<file path="src/rtl/mlp_cap_pkg.sv">
// rtl/mlp_cap_pkg.sv - shared types and defaults for the MLP result capture block
package mlp_cap_pkg;

    typedef enum logic [1:0] {
        IDLE  = 2'd0,
        ARMED = 2'd1,
        HELD  = 2'd2
    } cap_state_t;

    localparam int DATA_W_DEF = 16;
    localparam int DEPTH_DEF  = 8;

endpackage

</file>
<file path="src/rtl/mlp_cap_fifo.sv">
// rtl/mlp_cap_fifo.sv - synchronous FIFO with sync active-low reset and sync clear
module mlp_cap_fifo
    import mlp_cap_pkg::*;
#(
    parameter int DATA_W = DATA_W_DEF,
    parameter int DEPTH  = DEPTH_DEF
) (
    input  logic              clk,
    input  logic              reset,
    input  logic              clear,
    input  logic              wr_en,
    input  logic [DATA_W-1:0] wr_data,
    output logic              full,
    input  logic              rd_en,
    output logic [DATA_W-1:0] rd_data,
    output logic              empty
);

    localparam int AW = $clog2(DEPTH);

    logic [DATA_W-1:0] mem [DEPTH];
    logic [AW:0]       wptr;
    logic [AW:0]       rptr;
    logic              do_wr;
    logic              do_rd;

    // Extra wrap bit distinguishes full from empty when the index bits match.
    assign empty = (wptr == rptr);
    assign full  = (wptr[AW] != rptr[AW]) && (wptr[AW-1:0] == rptr[AW-1:0]);

    assign do_rd = rd_en & ~empty;
    assign do_wr = wr_en & (~full | do_rd);

    // Head reads as zero when empty so the port is clean out of reset.
    assign rd_data = empty ? '0 : mem[rptr[AW-1:0]];

    always_ff @(posedge clk) begin
        if (!reset || clear) begin
            wptr <= '0;
            rptr <= '0;
        end else begin
            if (do_wr) begin
                wptr <= wptr + 1'b1;
            end
            if (do_rd) begin
                rptr <= rptr + 1'b1;
            end
        end
    end

    always_ff @(posedge clk) begin
        if (do_wr) begin
            mem[wptr[AW-1:0]] <= wr_data;
        end
    end

endmodule

</file>
<file path="src/rtl/mlp_result_capture.sv">
// rtl/mlp_result_capture.sv - captures one MLP result per finished pulse into a FIFO with stats; MLP_CAP_ARGMAX_EN adds argmax_idx
module mlp_result_capture
    import mlp_cap_pkg::*;
#(
    parameter int DATA_W = DATA_W_DEF,
    parameter int DEPTH  = DEPTH_DEF,
    parameter int CNT_W  = 8
) (
    input  logic              clk,
    input  logic              reset,
    input  logic [DATA_W-1:0] mlp_out,
    input  logic              mlp_finished,
    input  logic              clear,
    output logic [DATA_W-1:0] rd_data,
    output logic              rd_valid,
    input  logic              rd_ready,
    output logic [CNT_W-1:0]  count,
    output logic              overflow,
    output logic [DATA_W-1:0] max_val,
    output logic              max_vld
`ifdef MLP_CAP_ARGMAX_EN
    ,
    output logic [CNT_W-1:0]  argmax_idx
`endif
);

    cap_state_t state;
    cap_state_t state_nxt;
    logic       capture;
    logic       pop;
    logic       accept;
    logic       full;
    logic       empty;
    logic       new_max;

    always_ff @(posedge clk) begin
        if (!reset || clear) begin
            state <= IDLE;
        end else begin
            state <= state_nxt;
        end
    end

    // IDLE waits for a low level so a finished already high at release is ignored.
    always_comb begin
        state_nxt = state;
        capture   = 1'b0;
        case (state)
            IDLE:  if (!mlp_finished) state_nxt = ARMED;
            ARMED: if (mlp_finished) begin
                       state_nxt = HELD;
                       capture   = 1'b1;
                   end
            HELD:  if (!mlp_finished) state_nxt = ARMED;
            default: state_nxt = IDLE;
        endcase
    end

    assign rd_valid = ~empty;
    assign pop      = rd_valid & rd_ready;
    assign accept   = capture & (~full | pop);
    assign new_max  = ~max_vld || ($signed(mlp_out) > $signed(max_val));

    mlp_cap_fifo #(
        .DATA_W (DATA_W),
        .DEPTH  (DEPTH)
    ) u_fifo (
        .clk     (clk),
        .reset   (reset),
        .clear   (clear),
        .wr_en   (accept),
        .wr_data (mlp_out),
        .full    (full),
        .rd_en   (rd_ready),
        .rd_data (rd_data),
        .empty   (empty)
    );

    always_ff @(posedge clk) begin
        if (!reset || clear) begin
            count    <= '0;
            overflow <= 1'b0;
            max_val  <= '0;
            max_vld  <= 1'b0;
        end else if (accept) begin
            if (!(&count)) begin
                count <= count + 1'b1;
            end
            if (new_max) begin
                max_val <= mlp_out;
                max_vld <= 1'b1;
            end
        end else if (capture) begin
            overflow <= 1'b1;
        end
    end

`ifdef MLP_CAP_ARGMAX_EN
    // Strict compare in new_max keeps the earliest index on ties.
    always_ff @(posedge clk) begin
        if (!reset || clear) begin
            argmax_idx <= '0;
        end else if (accept && new_max) begin
            argmax_idx <= count;
        end
    end
`endif

endmodule
</file>
<file path="config.mk">
export PLATFORM = sky130hd
export DESIGN_NAME = mlp_result_capture
export DESIGN_NICKNAME = d
export VERILOG_FILES = /design/src/rtl/mlp_cap_pkg.sv /design/src/rtl/mlp_cap_fifo.sv /design/src/rtl/mlp_result_capture.sv
export SDC_FILE = /design/constraint.sdc
export NUM_CORES = 1
export LEC_CHECK = 0
export ABC_AREA = 0
export BUFFER_PORTS_ARGS = -buffer_cell sky130_fd_sc_hd__buf_2
export CELL_PAD_IN_SITES_DETAIL_PLACEMENT = 2
export CELL_PAD_IN_SITES_GLOBAL_PLACEMENT = 2
export CORE_MARGIN = 2
export CORE_UTILIZATION = 40
export DETAILED_ROUTE_END_ITERATION = 8
export PLACE_DENSITY = 0.77
export SETUP_SLACK_MARGIN = 0.02
export SLEW_MARGIN = 0
export SYNTH_ARGS = -nofsm -noshare
export SYNTH_HDL_FRONTEND = slang
export SYNTH_SLANG_ARGS = --single-unit
</file>
<file path="constraint.sdc">
create_clock -name clk -period 4 [get_ports clk]
set_clock_uncertainty 0.15 [all_clocks]
set_input_delay 0.4 -clock clk [delete_from_list [all_inputs] [get_ports clk]]
set_output_delay 0.4 -clock clk [all_outputs]
set_load 0.01 [all_outputs]
</file>
==> results of run 1 <==
==> power by group through the flow <==
stage | clock network, µW | logic [µW] | registers (µW)
6_report | 1530 | 115 | 1870
2_1_floorplan | 0 | 54.6 | 1910
3_3_place_gp | 0 | 103 | 1910
5_1_grt | 1630 | 126 | 1870
4_1_cts | 1560 | 117 | 1870
3_5_place_dp | 0 | 114 | 1910
==> kinds of logic after synthesis <==
kind of cell | Yosys count | synth area share (%)
multiplexers | 50 | 12.7
adder cells (fa/ha/maj) | 19 | 3.36
XOR/XNOR | 17 | 2.42
AO/OA/AOI/OAI | 54 | 5.58
flip-flops | 167 | 65.3
AND/OR/NAND/NOR | 102 | 7.56
buffers and inverters | 41 | 3.07
==> placed cells by master, fill, tap and decap left out, types with 2 or more instances in the layout <==
cell type and n:
edfxtp_1 128, buf_2 63, nor2_1 38, dfxtp_1 38, mux4_2 32, a21oi_1 19, nand3_1 19, ha_1 19
inv_1 18, mux2i_1 18, clkbuf_16 17, buf_4 13, nand2_1 10, o21ai_2 10, xor2_1 10, nand4_1 9
o21ai_0 7, and3_1 5, xnor2_1 4, nor3b_2 4, a21oi_2 4, clkinvlp_4 4, xor2_2 3, nand2b_1 3
a211oi_1 3, clkbuf_1 3, and4_1 2, nor3_2 2, a21o_1 2, nand4_2 2, clkinv_2 2, clkinv_1 2
inv_6 2
==> path summary, 6_finish.rpt <==
kind                                startpoint          to  cells after the start
worst min-delay path              mlp_finished    state[0]                      2
worst max register to register  u_fifo.wptr[1]        flop                      7
worst min register to register      max_val[6]  max_val[6]                      2
worst max-delay path            u_fifo.wptr[1]    rd_valid                      5
==> per-stage QoR <==
| stage | power (µW) | std cells | cell area, µm² | util (%) |
|---|---|---|---|---|
| final | 3520 | 761 | 8200 | 47.4 |
| after global routing | 3630 | 761 | 8200 | 47.4 |
| after CTS | 3550 | 761 | 8200 | 47.4 |
| after detailed placement | 2030 | 729 | 7660 | 44.3 |
| after global placement | 2010 | 729 | 7660 | 44.3 |
| after floorplan | 1970 | 450 | 7080 | - |
==> critical path, stage by stage (launching register included) <==
cell and delay, ns:
dfxtp_1 0.66, xor2_2 0.16, nor3_4 0.33, and2_1 0.76
inv_2 0.13, buf_2 0.19
==> routing by layer <==
layer,global-route usage (%),vias to the layer above
met5,0,-
met1,27.6,2204
met3,4.11,18
met4,5.67,0
li1,-,1869
met2,37.3,95
==> cell type report <==
type                       instances  area share [%]
sequential                       167            56.4
tap                              225            3.43
inverter                          19           0.869
clock inverter                    12            1.27
clock buffer                      20            5.32
multi-input combinational        242            27.7
timing repair buffer              76            5.03
==> state kept, by name, indices dropped and copies added (netlist names), named ones only <==
signal / count
state: 2
u_fifo.wptr: 4
u_fifo.rptr: 4
overflow: 1
max_vld: 1
u_fifo.mem: 128
max_val: 16
count: 8
==> impl_results.md, run 1 <==
* Clk pwr share at 43.5%
* Synth top cells by count: edfxtp_1 (128), dfxtp_1 (39), nor2_1 (38)
* Post-DP HPWL at 12.3 mm
* Dominant cell type by area after synthesis: edfxtp_1
* WHS at 0.0252 ns
* Initial drt markers at 278
* H-Tree Level Count at 4
* Hold buffers post-CTS at 0
* Worst-Margin Slew at 0.949 ns
* Initial antenna violation count at 0
* Routed met2 length at 9.91 mm
* Core Box Area at 17300 µm²
* EDFF count, synth at 128
* YS warnings at 0
* Worst EP required at 3.45 ns
* All-Layer GR Usage at 21.5%
* Synth top area cells: edfxtp_1 (54%), dfxtp_1 (11%), mux4_2 (10%)
* Critical path arrival at 2.66 ns
* Ant diodes at 0
* Internal cell power at 2760 µW
* Gate power share at 3.3%
* P_sw at 764 µW
* Met3 wire length at 583 µm
* Synth Flop Type: edfxtp_1
* Mapped Nets at 490
* Crit Path Category: flop to output pin
* Fin worst setup slack at 0.792 ns
* Pleak at 0.00274 µW
* Routed Antenna Nets at 0
* DRC viols at 0
* Via count of the routed design at 4186
* Largest net degree at the start of global routing at 22
* GP Congestion at 0.790
* Reg area at 4630 µm²
* Clock root cell: clkbuf_16
* Top-area cell type share of the netlist area at 54.3%
* PwrDens at 429 nW/µm²
* NumNets Final at 563
* Die ar. at 18800 µm²
* Cells after synthesis at 450
* Mapped cell area at 7080 µm²
* Initial Utilization at 41.0%
* Yosys reg bits at 167
* Share of layout cells above drive strength 1 at 31.7%
* Reg power frac at 53.2%
* CTS tree: done
* Number of max-cap violations at 0
* GRT overflow at 0
* Critical Path Source Type: flop
* Hold WC Path Type: input pin to flop
* Post-Route WL at 18.9 mm
* Clock sink count at 167
* Max Slew Vio Count at 0
* Minimum clock period at 3.21 ns
* Final setup viols at 0
* Crit path capture type: output pin
* Row cnt at 48
* Worst-Skew Late Latency at 0.44 ns
* Clock-pin transition on the worst setup and hold timing paths at 0.06 ns
* Via/cell ratio at 5.50
* Worst vdd ir at 301 µV
* Status: finished, final reports clean
* Setup TNS at 0 ns
* Highest Signal Layer: met4
* Number of gates resized after CTS at 0
* Multi-input gate area at 2270 µm²
* Post-CTS Setup Inserts at 0
* # IOs at 64
* Die Wd at 137 µm
* Mapped Avg Cell Area at 15.7 µm²
* Fill cells at 1644
* Die span in y at 137 µm
* IO buf count at 63
* CTS max path bufs at 2
* Sequential share of the synthesized area at 65.3%
* RSZ-0062 raised after global routing: no
* Fin crit share at 80.2%
* Crit-path max FO at 17
* Routed met1 length at 8.19 mm
* Wire per inst at 24.8 µm
* Pre-CTS setup slack at 1.20 ns
* First-pass detailed-route iteration total at 4
* First-pass GRT wire length at 28.8 mm
* Ys async rst share at 0%
* Unique masters post-synth at 47
* Net Sw Frac at 21.7%
* Area grow syn2layout at 15.8%
* Fmax at 0.312 GHz
* Most frequent cell after synthesis: edfxtp_1
* Reg-to-reg setup timing slack at 1.25 ns
* CTS buffer count at 17
* Final Hold Fails at 0
* Vias in the first global route at 4594
* Slew Limit Headroom at 36.6%
(Power assumes the default switching activity.)
==> run 2, diff against run 1 <==
--- a/config.mk
+++ b/config.mk
@@ -5,14 +5,14 @@
 export SDC_FILE = /design/constraint.sdc
 export NUM_CORES = 1
 export LEC_CHECK = 0
-export ABC_AREA = 0
+export ABC_AREA = 1
 export BUFFER_PORTS_ARGS = -buffer_cell sky130_fd_sc_hd__buf_2
 export CELL_PAD_IN_SITES_DETAIL_PLACEMENT = 2
 export CELL_PAD_IN_SITES_GLOBAL_PLACEMENT = 2
 export CORE_MARGIN = 2
-export CORE_UTILIZATION = 40
+export CORE_UTILIZATION = 35
 export DETAILED_ROUTE_END_ITERATION = 8
-export PLACE_DENSITY = 0.77
+export PLACE_DENSITY = 0.78
 export SETUP_SLACK_MARGIN = 0.02
 export SLEW_MARGIN = 0
 export SYNTH_ARGS = -nofsm -noshare
==> constraint.sdc (replaced) <==
create_clock -name clk -period 2.7 [get_ports clk]
set_clock_uncertainty 0.15 [all_clocks]
set_input_delay 0.27 -clock clk [delete_from_list [all_inputs] [get_ports clk]]
set_output_delay 0.27 -clock clk [all_outputs]
set_load 0.01 [all_outputs]
==> impl_results.md, run 2 <==
* Fmax at 0.399 GHz
* Critical R2R Launch: max_val[15]
* WHS Endpoint: u_fifo.mem[3][7]
* Critical path's most frequent cell: o21ai_0
* Critical path arrival at 2.08 ns (-0.58 ns)
* Ys async rst share at 0% (unchanged)
* PwrDens at 643 nW/µm² (+50%)
* H-Tree Level Count at 4 (unchanged)
* CTS buffer count at 17 (unchanged)
* EDFF count, synth at 128 (unchanged)
* Max reg flops at 128 (unchanged)
* Worst-Margin Slew at 0.556 ns (-0.394 ns)
* First-pass GRT wire length at 34.3 mm (+19%)
* Largest net degree at the start of global routing at 55 (+150%)
* Tot Pwr at 5490 µW (+56%)
* Via/cell ratio at 5.20 (-5.5%)
* RSZ-0062 raised after global routing: no
* Yosys reg bits at 167 (unchanged)
* DRC viols at 0 (unchanged)
* Crit-path max FO at 27 (+10)
* CP delay by family, top: compound AO/OA/AOI/OAI gates
* Reg power frac at 50.6% (-2.6 points)
* Final Hold Fails at 0 (unchanged)
* Fin crit share at 92.7%
* Share of layout cells above drive strength 1 at 17.9% (-14 points)
* Routed Antenna Nets at 0 (unchanged)
* Worst vdd ir at 424 µV (+41%)
* CTS max path bufs at 2 (unchanged)
* YS warnings at 0 (unchanged)
* Synth Flop Type: edfxtp_1
* Die Wd at 147 µm (+7.4%)
* Worst Reg-to-Reg Cells at 13 (+6)
* First-pass detailed-route iteration total at 4 (unchanged)
* Minimum clock period at 2.50 ns
* Hold Path Stages at 1 (-1)
* Die ar. at 21700 µm² (+15%)
* Critical Path, Cell by Cell: inv_2 > buf_12 > o21ai_0 > o22ai_1 > o21ai_0 > a31oi_1 > buf_2
* Slew Limit Headroom at 62.9% (+26 points)
* Cells after synthesis at 684 (+52%)
* Area grow syn2layout at 18.9%
* Mapped cell area at 7170 µm² (+1.3%)
* Mapped Nets at 724 (+48%)
* Synth top cells by count: nor2_1 (132), edfxtp_1 (128), o21ai_0 (90)
* Initial antenna violation count at 1 (+1)
* Hold WC Path Type: input pin to flop
* Fin area at 8530 µm² (+4.0%)
* Worst-Skew Late Latency at 0.43 ns (about the same)
* IO buf count at 63 (unchanged)
* Clock-pin transition on the worst setup and hold timing paths at 0.07 ns (about the same)
* Via count of the routed design at 5417 (+29%)
* Clk pwr share at 44.8% (+1.3 points)
* Commonest non-fill, non-tap cells in the layout: nor2_1 (130), edfxtp_1 (128), o21ai_0 (90)
* Most frequent cell after synthesis: nor2_1
* Unique masters post-synth at 37 (-21%)
* WHS at 0.0284 ns (+0.00320 ns)
* Final setup viols at 0 (unchanged)
* Initial drt markers at 290 (+4.3%)
* Placed cell areas at 7860 µm² (+2.6%)
* Core Box Area at 20200 µm² (+17%)
* Net Sw Frac at 22.8% (+1.1 points)
* Critical path's slowest cell: dfxtp_2
* Wire per inst at 21.4 µm (-14%)
* Pleak at 0.00318 µW (+16%)
* Largest stage delay on the critical path at 0.34 ns (-0.42 ns)
* Clock root cell: clkbuf_16
* Mapped Avg Cell Area at 10.5 µm² (-33%)
* Initial Utilization at 35.6% (-5.4 points)
* Number of max-cap violations at 0 (unchanged)
* Gate power share at 4.5% (+1.2 points)
* Synth top area cells: edfxtp_1 (54%), dfxtp_1 (11%), nor2_1 (6.9%)
* Critical Path Source Type: flop
* Crit Path Category: flop to output pin
* Clock sink count at 167 (unchanged)
* GP Congestion at 0.766 (-3.0%)
* Worst EP required at 2.28 ns (-1.17 ns)
* Utilization after layout at 42.3% (-5.1 points)
* Crit path capture type: output pin
* Commonest non-fill, non-tap cell in the layout: nor2_1
* WP buf/inv at 3 (+1)
* Worst R2R End: max_val[8]
* Die span in y at 147 µm (+7.4%)
* NumNets Final at 799 (+42%)
* Setup TNS at 0 ns (unchanged)
* Status: finished, final reports clean
* Vias in the first global route at 5967 (+30%)
* Ant diodes at 0 (unchanged)
* CTS tree: done
* Reg-to-reg setup timing slack at 0.34 ns (-0.91 ns)
* # IOs at 64 (unchanged)
* Internal cell power at 4230 µW (+53%)
* Row cnt at 52 (+8.3%)
* All-Layer GR Usage at 21.2% (-0.29 points)
* Fill cells at 2153 (+31%)
* P_sw at 1250 µW (+64%)
* Max Slew Vio Count at 0 (unchanged)
* Post-DP HPWL at 14.7 mm (+19%)
* Dominant cell type by area after synthesis: edfxtp_1
* Post-Route WL at 22.3 mm (+18%)
* Worst hold path startpoint: mlp_out[7]
* GRT overflow at 0 (unchanged)
* Sequential share of the synthesized area at 64.5% (-0.83 points)
* Top-area cell type share of the netlist area at 53.6% (-0.69 points)
-- run 2: changes by cell type in the layout (fill, tap and decap cells not counted), sizes merged, moves of 18 or more --
cell / previous run / this run
o21ai: 18 / 93
inv: 21 / 73
mux4: 32 / 0
nand2: 10 / 54
nor2: 38 / 137
mux2i: 18 / 0
-- run 2: layout make-up --
cell class              count  area (µm²)  share of cell area [%]
flip-flops and latches    167        4630                    54.3
well taps                 270         338                    3.96
multi-input cells         418        2160                    25.4
inverters                  67         255                    2.99
clock buffers              17         425                    4.99
clock inverters            15         163                    1.91
repair buffers             88         556                    6.51
-- run 2: power by group through the flow --
stage | Combinational, µW | Sequential [µW] | Clock (µW)
6_report | 248 | 2780 | 2460
5_1_grt | 279 | 2780 | 2610
4_1_cts | 250 | 2780 | 2500
3_5_place_dp | 242 | 2840 | 0
3_3_place_gp | 219 | 2830 | 0
2_1_floorplan | 119 | 2840 | 0
-- run 2: repair_timing --
| action | in CTS | in global routing |
|---|---|---|
| resized for setup | 2 | 5 |
| hold endpoints to repair | 2 | 0 |
| hold buffers | 1 | 0 |
| cloned | 0 | 1 |
| setup buffers | 1 | 0 |
| endpoints found under the setup margin | 16 | 14 |
-- run 2: kinds of logic (layout without fill, tap and decap cells) --
| logic type | count (synthesis) | count (layout) | share of synthesized area [%] |
|---|---|---|---|
| AO/OA/AOI/OAI | 168 | 168 | 12.5 |
| XOR/XNOR | 5 | 5 | 0.610 |
| adder cells (fa/ha/maj) | 19 | 19 | 3.31 |
| buffers and inverters | 99 | 187 | 5.60 |
| flip-flops | 167 | 167 | 64.5 |
| AND/OR/NAND/NOR | 226 | 226 | 13.6 |
-- run 2: worst max-delay path by stage --
stage / start / endpoint / slack, ns / cells past startpoint
3_5_place_dp: mlp_out[15] / max_val[5] / 0.12 / 13
4_1_cts: u_fifo.rptr[0] / rd_data[4] / 0.05 / 8
3_3_place_gp: mlp_out[7] / max_val[9] / 0.31 / 14
5_1_grt: flop / rd_data[3] / 0.03 / 7
6_report: flop / rd_data[3] / 0.20 / 7
2_1_floorplan: state[0] / u_fifo.mem[0][0] / 0.27 / 7
-- run 2: routing by layer --
layer  vias to the layer above  wire [µm]  global-route usage [%]
met5                         -         13                       0
met4                         2        275                    6.15
met3                        24       1080                    4.07
met2                       136      11200                    36.8
met1                      2740       9670                    27.0
li1                       2515          -                       -
-- run 2: per-stage QoR --
| step | std cells | setup slack [ns] |
|---|---|---|
| floorplan | 684 | 0.269 |
| global placement | 1007 | 0.312 |
| detailed placement | 1007 | 0.123 |
| CTS | 1041 | 0.0506 |
| global route | 1042 | 0.0283 |
| finish | 1042 | 0.196 |
